### src/rtl/hyperbus_delay_line.sv
// Cycle-accurate programmable delay line for HyperBus PHY signal bundles.
// Retuning freezes out_o and raises busy_o until the newly selected tap is safe to use.
module hyperbus_delay_line #(
    parameter int unsigned WIDTH       = 8,
    parameter int unsigned MAX_DELAY   = 16,
    parameter int unsigned RESET_DELAY = 0,
    localparam int unsigned DW         = $clog2(MAX_DELAY)
) (
    input  logic             clk_i,
    input  logic             rst_i,
    input  logic             en_i,
    input  logic [WIDTH-1:0] data_i,
    input  logic [DW-1:0]    delay_i,
    output logic [WIDTH-1:0] out_o,
    output logic             busy_o,
    output logic [DW-1:0]    delay_o
);

    typedef enum logic {StIdle, StHold} state_e;

    localparam logic [DW-1:0] MaxTap   = DW'(MAX_DELAY - 1);
    localparam logic [DW-1:0] ResetTap = DW'(RESET_DELAY);

    state_e           state_q;
    logic [WIDTH-1:0] pipe_q [MAX_DELAY];
    logic [DW-1:0]    active_q;
    logic [DW-1:0]    pending_q;
    logic [DW-1:0]    cnt_q;
    logic [DW-1:0]    req;
    logic [WIDTH-1:0] tap;

    always_comb begin
        req = delay_i;
        if (delay_i > MaxTap) begin
            req = MaxTap;
        end
    end

    // Delay 0 bypasses the pipeline so the output register alone gives one cycle of latency.
    always_comb begin
        tap = data_i;
        if (active_q != '0) begin
            tap = pipe_q[active_q - 1'b1];
        end
    end

    always_ff @(posedge clk_i or posedge rst_i) begin
        if (rst_i) begin
            for (int unsigned i = 0; i < MAX_DELAY; i++) begin
                pipe_q[i] <= '0;
            end
            out_o     <= '0;
            busy_o    <= 1'b0;
            active_q  <= ResetTap;
            pending_q <= ResetTap;
            cnt_q     <= '0;
            state_q   <= StIdle;
        end else if (en_i) begin
            pipe_q[0] <= data_i;
            for (int unsigned i = 1; i < MAX_DELAY; i++) begin
                pipe_q[i] <= pipe_q[i-1];
            end
            case (state_q)
                StIdle: begin
                    // The retune edge itself already freezes out_o at the previous value.
                    if (req != active_q) begin
                        pending_q <= req;
                        cnt_q     <= MaxTap;
                        state_q   <= StHold;
                        busy_o    <= 1'b1;
                    end else begin
                        out_o <= tap;
                    end
                end
                StHold: begin
                    if (req != pending_q) begin
                        pending_q <= req;
                        cnt_q     <= MaxTap;
                    end else if (cnt_q == '0) begin
                        active_q <= pending_q;
                        state_q  <= StIdle;
                        busy_o   <= 1'b0;
                    end else begin
                        cnt_q <= cnt_q - 1'b1;
                    end
                end
                default: begin
                    state_q <= StIdle;
                    busy_o  <= 1'b0;
                end
            endcase
        end
    end

    assign delay_o = active_q;

endmodule

### config.mk
export PLATFORM = sky130hd
export DESIGN_NAME = hyperbus_delay_line
export DESIGN_NICKNAME = d
export VERILOG_FILES = /design/src/rtl/hyperbus_delay_line.sv
export SDC_FILE = /design/constraint.sdc
export NUM_CORES = 1
export LEC_CHECK = 0
export ABC_AREA = 1
export CORE_MARGIN = 2
export CORE_UTILIZATION = 55
export DETAILED_ROUTE_END_ITERATION = 8
export GPL_ROUTABILITY_DRIVEN = 1
export PLACE_DENSITY = 0.82
export SYNTH_ARGS = -nofsm -noshare
export SYNTH_HDL_FRONTEND = slang
export SYNTH_SLANG_ARGS = --single-unit
### constraint.sdc
create_clock -name clk_i -period 9.3 [get_ports clk_i]
set_input_delay 1.86 -clock clk_i [delete_from_list [all_inputs] [get_ports clk_i]]
set_output_delay 1.86 -clock clk_i [all_outputs]
set_load 0.1 [all_outputs]
Yosys cells after proc, flatten, opt, wreduce, memory -nomap -nowiden
Cells that the tools add are included.

Add/sub/neg operators: 2. $mul: 0. Divide/modulo/power cells: 0. Order comparisons: 2. Eq/ne operators: 7. Shift-type cells: 0. Muxes and demuxes: 20. Bitwise gates (word level): 4. Reductions and logical operators: 7.

Operators with widths (count): binary-select mux 8 bit (select 4 bit) (1); two-way mux 4 bit (6); two-way mux 8 bit (3); case mux 4 bit (2 select lines) (2); AND reduction 3 bit (3); != test 4 bit (2); AND reduction 4 bit (2); subtractor 4 x 1 -> 4 bit, second input constant (2); two-way mux 1 bit (6); >= comparator 5 bit, second input constant (1); inverter 4 -> 5 bit (1); > comparator 4 bit, second input constant (1); zero test 4 bit (1); != test 2 x 1 -> 1 bit, second input constant (2); != test 2 bit, second input constant (2); case mux 1 bit (2 select lines) (2); nonzero test 4 bit (1); != test 3 bit, second input constant (1); inverter 1 bit (3).

Bits in registers: 150. Latch bits: 0. Bits in writable memories: 0. Memory bits (read-only): 0. Bits of input ports: 15. Memories: 0.

Depth between registers and ports, before layout
Gate-level depths: netlist of the first run.

Depth after elaboration: 6. Depth in mapped cells: 13. Depth with buffers taken out: 9.

Least setup slack after synthesis of the first run
Ideal clock, no wire load.

Kind: reg-to-output. From: register active_q[0] (netlist: delay_o[0]). To: output port delay_o[0]. Arrival: 0.964 ns. Path slack: 6.476 ns. Stages on the path, launching flop included: 1. Path buffers: 0. Cell sequence: dfrtp_1.

RTL lines: from (decl) (RTL line 26) `logic [DW-1:0] active_q;`; from (signal assigned) (RTL line 54) `active_q <= ResetTap;`; from (signal assigned) (RTL line 80) `active_q <= pending_q;`; to (decl) (RTL line 16) `output logic [DW-1:0] delay_o`.

No word-level cell between the ends.

Worst setup path after layout of the first run
From: register active_q[2] (netlist: delay_o[2]). To: output port delay_o[2].

No word-level cell between the ends.

==> metrics.md, run 1 <==
| Metric | Value |
|---|---|
| Status | finished clean |
| Residual DRC count | 0 |
| Global Route met2 Usage | 0.374 |
| Internal power | 1.32 mW |
| Final Hold Viols | 0 |
| Detailed-route wire length per cell | 13.3 um |
| Yosys top cell by area | dfrtp_1 |
| # IOs | 28 |
| Area Overhead vs Synth | 12.1% |
| Clock Tree Root | clkbuf_16 |
| Syn nets | 994 |
| Leakage power | 4.10 nW |
| Antenna violations before repair | 0 |
| Final worst path period share | 0.437 |
| Worst-Margin Slew | 1090 ps |
| Initial drt markers | 468 |
| Setup TNS Final | 0 ps |
| Tot GR Track Use | 0.235 |
| Reg clk slew, reported paths | 60 ps |
| First-pass detailed-route iteration total | 4 |
| Highest clock rate | 0.246 GHz |
| Kind of critical path | reg2out |
| CTS Buf Count | 17 |
| Crit-path leading delay family | buffers and inverters |
| Met3 Use GR | 0.0523 |
| Crit path time final | 4060 ps |
| GP Congestion | 0.819 |
| Seq pwr share | 0.435 |
| CTS Hold Bufs | 0 |
| Nets@finish | 991 |
| CTS max path bufs | 2 |
| M1 GR Usage | 0.312 |
| Max-Cap Viols | 0 |
| GR peak layer | met2 |
| CP endpoint kind | primary output |
| Largest net degree at the start of global routing | 141 |
| Vias per std cell | 5.17 |
| Critical-path cell list | clkdlybuf4s50_1 |
| Yosys reg bits | 150 |
| Hold Path Class | reg2reg |
| Synth Warn # | 0 |
| Worst EP required | 7440 ps |
| Critical path's largest stage delay | 1210 ps |
| CTS tree | built |
| Drt total wl | 15400 um |
| Synth Flop Type | dfrtp_1 |
| Clock share of power | 0.405 |
| Mapped Cells | 976 |
| Top-count cell post-synth | nand2_1 |
| Die height | 120 um |
| Via count | 6003 |
| Max Slew Vio Count | 0 |
| Seq/Total Area, Yosys | 0.506 |
| Crit path from | delay_o[2] |
| Crit-path max FO | 6 |
| Slowest CP cell | clkdlybuf4s50_1 |
| Die ar. | 14400 sq um |
| Vias in the first global route | 5764 |
| Reg2Reg Launch Point | delay_o[0] |
| Unrepaired setup endpoints after global routing | false |
| Pwr/cell area | 220 nW/um^2 |
| Net Sw Frac | 0.279 |
| Post_cts resized | 0 |
| Crit start category | flip-flop |
| Slew HR | 0.268 |
| Post-CTS Setup Bufs | 0 |
| ANT nets after route | 0 |
| Starting Density | 0.562 |
| WHS | 472 ps |
| Most frequent cells after synthesis | 318 x nand2_1, 150 x dfrtp_1, 141 x inv_1, 136 x nand3_1, 128 x o21ai_0 |
| Layout cells sized above 1 | 0.0527 |
| Switch Pwr | 0.512 mW |
| EDFF count, synth | 0 |
| Hold Startpoint | pipe_q[126] |
| IO buf count | 27 |
| Final setup fails | 0 |
| H-Tree Depth | 4 |
| First-pass GRT wire length | 26800 um |
| Final Skew | 4.95 ps |
| Congestion Overflow GR | 0 |
| Placed wire-length estimate | 9150 um |
| Combinational power share | 0.160 |
| Power Total | 1.83 mW |
| Antenna diodes | 0 |
| Worst EP arrival | 2200 ps |
| Synth Area per Inst | 7.60 sq um |
| Cell Count, Final, Fillers Out | 1162 |
| Fraction of registers with async set/reset | 1.00 |
| Top cells by area, synth | dfrtp_1 51%, nand2_1 16%, nand3_1 9.2% |
| Chip width | 120 um |
| # rows | 42 |
| Core area | 13200 sq um |
| Post-synth top area share | 0.506 |
| Placed cells | 1130 |
| WP buf/inv | 1 |
| Synth cell types | 23 |
| Worst vdd ir | 137 uV |
| Clock sink total | 150 |
| Worst-Skew Late Latency | 420 ps |
| Synthesized area | 7410 sq um |
area by class of cell:
class,instances,area [sq um]
clock buffers,24,502
clock inverters,8,143
fillers,1104,4870
inverters,145,549
multi-input cells,626,2830
flip-flops and latches,150,3750
well taps,176,220
repair buffers,33,317
worst paths after layout:
check	endpoint	slack (ps)	cells after the start
min	pipe_q[118]	470	2
max	delay_o[2]	5240	1
min reg2reg	pipe_q[118]	470	2
max in group asynchronous	pipe_q[87]	6110	3
min in group asynchronous	pipe_q[30]	1980	2
max reg2reg	out_o[2]	6360	9
power groups by stage:
stage	Sequential [mW]	Clock (mW)	Combinational [mW]
after floorplan	0.838	0	0.185
after global placement	0.803	0	0.283
after detailed placement	0.804	0	0.292
after CTS	0.795	0.747	0.295
after global routing	0.806	0.777	0.336
final	0.795	0.742	0.293
cell usage in the layout, fill, tap and decap left out, types with 3 or more instances in the layout:
cell type / count
o21ai_0: 128
buf_4: 6
nand2_1: 318
clkdlybuf4s50_1: 26
nand3_1: 136
clkinv_2: 3
ha_1: 3
bufinv_16: 4
nor2_1: 17
clkbuf_8: 5
nand4_1: 4
dfrtp_1: 149
inv_2: 4
xor2_1: 8
nor2_2: 3
inv_1: 140
clkbuf_16: 17
per-stage QoR:
stage	setup slack, ps	utilization	cell area, sq um
6_report	5240	0.630	8320
5_1_grt	5170	0.630	8320
4_1_cts	5220	0.630	8320
3_5_place_dp	5470	0.582	7670
3_3_place_gp	5540	0.582	7670
2_1_floorplan	3400	-	7410
worst reg2reg max path, cell delays in order (launching register included):
cell and delay, ps:
dfrtp_2 350, buf_4 610, inv_2 90, ha_1 280, xnor2_2 850, nand3_1 160, nand3_1 200, nand3_1 140
nand2_1 100, nand2_1 50
cell families (layout without fill, tap and decap cells):
group                      count (synthesis)  after routing  synth area share
DFF                                      150            150             0.506
buffers and inverters                    200            210             0.112
AOI/OAI and AO/OA                        129            129            0.0871
xor gates and xnor gates                  12             12            0.0172
adders and majority gates                  3              3           0.00506
and+or+nand+nor                          482            482             0.272
routing by layer:
layer	wire, um	share of wire
met1	7010	0.45
met5	0	0
met4	331	0.021
met2	7390	0.48
met3	690	0.045
state kept, by name (all words and copies together), names as in the netlist:
register and count:
busy_o 1, cnt_q 4, delay_o 4, out_o 8
pending_q 4, pipe_q 128, state_q 1
Note: power is estimated with default switching activity, not from simulation.
==> run 2, diff against run 1 <==
clock period = 4.24 ns   (was 9.3 ns; I/O delays follow)
==> run 2 against run 1 <==
Effect of this change: core utilization is 0.28 points lower; non-clock buffer count stayed put; hold slack better by 5.7 ps.
==> metrics.md, run 2 (same netlist as run 1, synthesis figures left out) <==
| Metric | Value |
|---|---|
| Status | finished clean (unchanged) |
| Global Route met2 Usage | 0.385 (was 0.374) |
| Final setup margin | 1160 ps (was 5240 ps) |
| Die height | 120 um (unchanged) |
| Placed wire-length estimate | 9770 um (was 9150 um) |
| Final setup fails | 0 (unchanged) |
| Sequential standard cell area | 3750 sq um (unchanged) |
| WP buf/inv | 1 (unchanged) |
| Met3 Use GR | 0.0623 (was 0.0523) |
| Critical-path cell list | clkdlybuf4s50_1 (unchanged) |
| Crit-path leading delay family | buffers and inverters (unchanged) |
| Residual DRC count | 0 (unchanged) |
| Worst EP arrival | 2230 ps (was 2200 ps) |
| Slew HR | 0.329 (was 0.268) |
| Max reg flops | 128 (unchanged) |
| Nets@finish | 991 (unchanged) |
| Max Slew Vio Count | 0 (unchanged) |
| Final worst path period share | 0.726 |
| Worst-Skew Late Latency | 430 ps (was 420 ps) |
| CTS tree | built (unchanged) |
| Chip width | 120 um (unchanged) |
| ANT nets after route | 0 (unchanged) |
| Starting Density | 0.562 (unchanged) |
| Congestion Overflow GR | 0 (unchanged) |
| Vias per std cell | 5.27 (was 5.17) |
| # rows | 42 (unchanged) |
| Detailed-route wire length per cell | 14.1 um (was 13.3 um) |
| CTS Buf Count | 17 (unchanged) |
| Post-place setup slack | 1420 ps (was 5470 ps) |
| Kind of critical path | reg2out (unchanged) |
| Power Total | 3.91 mW (was 1.83 mW) |
| Max-Cap Viols | 0 (unchanged) |
| Tot GR Track Use | 0.242 (was 0.235) |
| Initial drt markers | 709 (was 468) |
| Drt total wl | 16300 um (was 15400 um) |
| Antenna diodes | 0 (unchanged) |
| Worst EP required | 3390 ps (was 7440 ps) |
| M1 GR Usage | 0.325 (was 0.312) |
| Fillers | 1146 (was 1104) |
| Multi-input gate area | 2830 sq um (unchanged) |
| Highest clock rate | 0.325 GHz |
| Largest net degree at the start of global routing | 151 (was 141) |
| Die ar. | 14400 sq um (unchanged) |
| Unrepaired setup endpoints after global routing | false (unchanged) |
| Reg clk slew, reported paths | 60 ps (about the same) |
| Final Hold Viols | 0 (unchanged) |
| Pwr/cell area | 472 nW/um^2 (was 220 nW/um^2) |
| Leakage power | 4.07 nW (was 4.10 nW) |
| Placed cells | 1130 (unchanged) |
| Hold Path Class | reg2reg (unchanged) |
| Biggest registers after layout | pipe_q: 128 flops, out_o: 8 flops (unchanged) |
| Crit path time final | 3080 ps |
| R2R depth | 9 (unchanged) |
| # IOs | 28 (unchanged) |
| Crit-path max FO | 6 (unchanged) |
| CTS max path bufs | 2 (unchanged) |
| Setup TNS Final | 0 ps (unchanged) |
| First-pass detailed-route iteration total | 7 (was 4) |
| Crit start category | flip-flop (unchanged) |
| Post_cts resized | 0 (unchanged) |
| Core area | 13200 sq um (unchanged) |
| Area Overhead vs Synth | 11.7% (was 12.1%) |
| Clock Tree Root | clkbuf_16 (unchanged) |
| Commonest non-fill, non-tap cells in the layout | 318 x nand2_1, 149 x dfrtp_1, 140 x inv_1 (unchanged) |
| First-pass GRT wire length | 27700 um (was 26800 um) |
| H-Tree Depth | 4 (unchanged) |
| GR peak layer | met2 (unchanged) |
| Cell Count, Final, Fillers Out | 1161 (was 1162) |
| Worst-Margin Slew | 1000 ps (was 1090 ps) |
| CTS Hold Bufs | 0 (unchanged) |
| Final Skew | 5.85 ps (was 4.95 ps) |
| Largest Register | pipe_q (unchanged) |
| Most common cell after layout, fill and taps aside | nand2_1 (unchanged) |
| Post-CTS Setup Bufs | 0 (unchanged) |
| GP Congestion | 0.861 (was 0.819) |
| IO buf count | 27 (unchanged) |
| Critical path depth | 1 (unchanged) |
| Worst vdd ir | 422 uV (was 137 uV) |
| Via count | 6119 (was 6003) |
| Critical path's largest stage delay | 1220 ps (was 1210 ps) |
| Clock sink total | 150 (unchanged) |
| Hold path depth | 2 (unchanged) |
| CP endpoint kind | primary output (unchanged) |
| Antenna violations before repair | 0 (unchanged) |
| Slowest CP cell | clkdlybuf4s50_1 (unchanged) |
| Vias in the first global route | 5843 (was 5764) |
| Layout cells sized above 1 | 0.0528 (was 0.0527) |
| WHS | 478 ps (was 472 ps) |
[run 2: path summary, 6_finish.rpt]
| kind | slack, ps | from | end |
|---|---|---|---|
| max | 1160 | delay_o[2] | delay_o[2] |
| min | 480 | pipe_q[117] | pipe_q[109] |
| max reg2reg | 1420 | delay_o[0] | out_o[6] |
| min reg2reg | 480 | pipe_q[117] | pipe_q[109] |
| max in group asynchronous | 2600 | rst_i | delay_o[0] |
| min in group asynchronous | 1020 | rst_i | pipe_q[46] |
[run 2: area by class of cell]
| type | instances | area share |
|---|---|---|
| Multi-Input combinational cell | 626 | 0.342 |
| Clock buffer | 22 | 0.0585 |
| Inverter | 145 | 0.0662 |
| Sequential cell | 150 | 0.454 |
| Tap cell | 176 | 0.0266 |
| Clock inverter | 9 | 0.0121 |
| Timing Repair Buffer | 33 | 0.0413 |
[run 2: where the power goes]
group / switching [mW] / internal, mW / total (mW)
sequential: 0.116 / 1.64 / 1.75
clock: 0.581 / 0.919 / 1.50
combinational: 0.455 / 0.199 / 0.654
total: 1.15 / 2.75 / 3.91
[run 2: per-stage QoR]
stage               utilization  instance area, sq um
finish                    0.628                  8280
global route              0.628                  8280
CTS                       0.628                  8280
detailed placement        0.583                  7690
global placement          0.583                  7690
floorplan                     -                  7420
[run 2: routing by layer]
metal,part of all wire,vias up
li1,-,3026
met1,0.46,2935
met2,0.48,129
met3,0.044,29
met4,0.019,0
met5,0,-
==> run 3, diff against run 2 <==
clock period = 2.96 ns   (was 4.24 ns; I/O delays follow)
==> run 3 against run 2 <==
Effect of this change: core utilization increased by 0.20 points; die area unchanged; clock power increased by 50%; wire length decreased by 2.9%; first-iteration DRC count decreased by 17%; sequential cell count unchanged; critical endpoint is now delay_o[0]; non-clock buffer count increased by 4; largest cell class unchanged; worst setup slack got worse by 610 ps.
==> metrics.md, run 3 (same netlist as run 1, synthesis figures left out) <==
| Metric | Value |
|---|---|
| Status | finished clean (unchanged) |
| Crit-path max FO | 67 (was 6) |
| Vias per std cell | 5.28 (was 5.27) |
| Residual DRC count | 0 (unchanged) |
| CTS max path bufs | 2 (unchanged) |
| Congestion Overflow GR | 0 (unchanged) |
| Post_cts resized | 0 (unchanged) |
| Worst vdd ir | 665 uV (was 422 uV) |
| Nets@finish | 995 (was 991) |
| Die height | 120 um (unchanged) |
| Slew HR | 0.455 (was 0.329) |
| Layout cells sized above 1 | 0.0688 (was 0.0528) |
| Placed wire-length estimate | 9330 um (was 9770 um) |
| CP endpoint kind | primary output (unchanged) |
| Worst-Margin Slew | 817 ps (was 1000 ps) |
| Clock Tree Root | clkbuf_16 (unchanged) |
| Max reg flops | 128 (unchanged) |
| ANT nets after route | 0 (unchanged) |
| Worst-Skew Late Latency | 430 ps (about the same) |
| GP Congestion | 0.857 (was 0.861) |
| Max-Cap Viols | 0 (unchanged) |
| Hold Path Class | reg2reg (unchanged) |
| Hold path depth | 2 (unchanged) |
| Fillers | 1075 (was 1146) |
| Tot GR Track Use | 0.237 (was 0.242) |
| R2R depth | 8 (was 9) |
| Area Overhead vs Synth | 12.0% (was 11.7%) |
| Chip width | 120 um (unchanged) |
| Post-CTS Setup Bufs | 0 (unchanged) |
| H-Tree Depth | 4 (unchanged) |
| Seq pwr share | 0.440 (was 0.448) |
| # rows | 42 (unchanged) |
| Detailed-route wire length per cell | 13.6 um (was 14.1 um) |
| Via count | 6147 (was 6119) |
| Crit path time final | 2400 ps |
| Pwr/cell area | 684 nW/um^2 (was 472 nW/um^2) |
| Combinational power share | 0.164 (was 0.167) |
| Most common cell after layout, fill and taps aside | nand2_1 (unchanged) |
| Core area | 13200 sq um (unchanged) |
| Starting Density | 0.562 (unchanged) |
| Reg clk slew, reported paths | 60 ps (about the same) |
| Biggest registers after layout | pipe_q: 128 flops, out_o: 8 flops (unchanged) |
| Largest Register | pipe_q (unchanged) |
| Final setup fails | 0 (unchanged) |
| Die ar. | 14400 sq um (unchanged) |
| Highest clock rate | 0.416 GHz |
| Drt total wl | 15800 um (was 16300 um) |
| Switch Pwr | 1.62 mW (was 1.15 mW) |
| CTS Buf Count | 17 (unchanged) |
| Vias in the first global route | 5737 (was 5843) |
| Largest net degree at the start of global routing | 151 (unchanged) |
| Antenna diodes | 0 (unchanged) |
| Clock share of power | 0.396 (was 0.384) |
| Final Skew | 6.45 ps (was 5.85 ps) |
| Crit start category | flip-flop (unchanged) |
| Net Sw Frac | 0.284 (was 0.295) |
| # IOs | 28 (unchanged) |
| Leakage power | 4.13 nW (was 4.07 nW) |
| First-pass GRT wire length | 27100 um (was 27700 um) |
| WHS | 479 ps (was 478 ps) |
| Internal power | 4.07 mW (was 2.75 mW) |
| CTS Hold Bufs | 0 (unchanged) |
| Commonest non-fill, non-tap cells in the layout | 318 x nand2_1, 149 x dfrtp_1, 140 x inv_1 (unchanged) |
| Final Hold Viols | 0 (unchanged) |
| Max Slew Vio Count | 0 (unchanged) |
| Worst EP required | 2370 ps (was 3390 ps) |
| Kind of critical path | reg2out (unchanged) |
| Antenna violations before repair | 0 (unchanged) |
| First-pass detailed-route iteration total | 7 (unchanged) |
| Clock sink total | 150 (unchanged) |
| CTS tree | built (unchanged) |
| Worst EP arrival | 1810 ps (was 2230 ps) |
| Setup TNS Final | 0 ps (unchanged) |
| IO buf count | 27 (unchanged) |
| Unrepaired setup endpoints after global routing | false (unchanged) |
| Final worst path period share | 0.812 |
| Initial drt markers | 586 (was 709) |
==> run 3: critical path, cell delays in order, from the launching register on <==
cell     delay [ps]
dfrtp_2         360
buf_4           600
buf_4           420
==> run 3: cell type report <==
class | instances | area (sq um) | area share
clock buffers | 21 | 460 | 0.0554
clock inverters | 10 | 153 | 0.0184
inverters | 145 | 548 | 0.0660
multi-input cells | 626 | 2830 | 0.341
flip-flops and latches | 150 | 3750 | 0.452
well taps | 176 | 220 | 0.0265
repair buffers | 37 | 339 | 0.0408
==> run 3: path summary, 6_finish.rpt <==
kind                             start          end  slack [ps]
hold / removal             pipe_q[114]  pipe_q[106]         480
min in group asynchronous        rst_i   pipe_q[34]         720
setup reg to reg            delay_o[0]     out_o[0]         640
hold reg to reg            pipe_q[114]  pipe_q[106]         480
setup / recovery            delay_o[0]   delay_o[0]         560
max in group asynchronous        rst_i   delay_o[0]        1580
==> run 3: power by group through the flow <==
| stage | clock [mW] | combinational, mW | sequential [mW] |
|---|---|---|---|
| floorplan | 0 | 0.581 | 2.63 |
| global placement | 0 | 0.902 | 2.52 |
| detailed placement | 0 | 0.925 | 2.53 |
| CTS | 2.28 | 0.936 | 2.50 |
| global route | 2.37 | 1.07 | 2.53 |
| finish | 2.25 | 0.932 | 2.50 |
==> run 3: routing by layer <==
metal  GRT usage  up-vias  wire length [um]
met3      0.0741       37              1110
met1       0.327     2874              6960
met2       0.353      200              7400
met5           0        -                 0
met4      0.0890        0               379
li1            -     3036                 -
==> run 3: through the flow <==
| step | total power, mW | setup slack [ps] | utilization | cell area, sq um | std cells |
|---|---|---|---|---|---|
| after CTS | 5.71 | 524 | 0.630 | 8310 | 1165 |
| final | 5.68 | 556 | 0.630 | 8310 | 1165 |
| after floorplan | 3.22 | 387 | - | 7420 | 976 |
| after global placement | 3.42 | 734 | 0.583 | 7690 | 1134 |
| after global routing | 5.98 | 356 | 0.630 | 8310 | 1165 |
| after detailed placement | 3.45 | 668 | 0.583 | 7690 | 1134 |
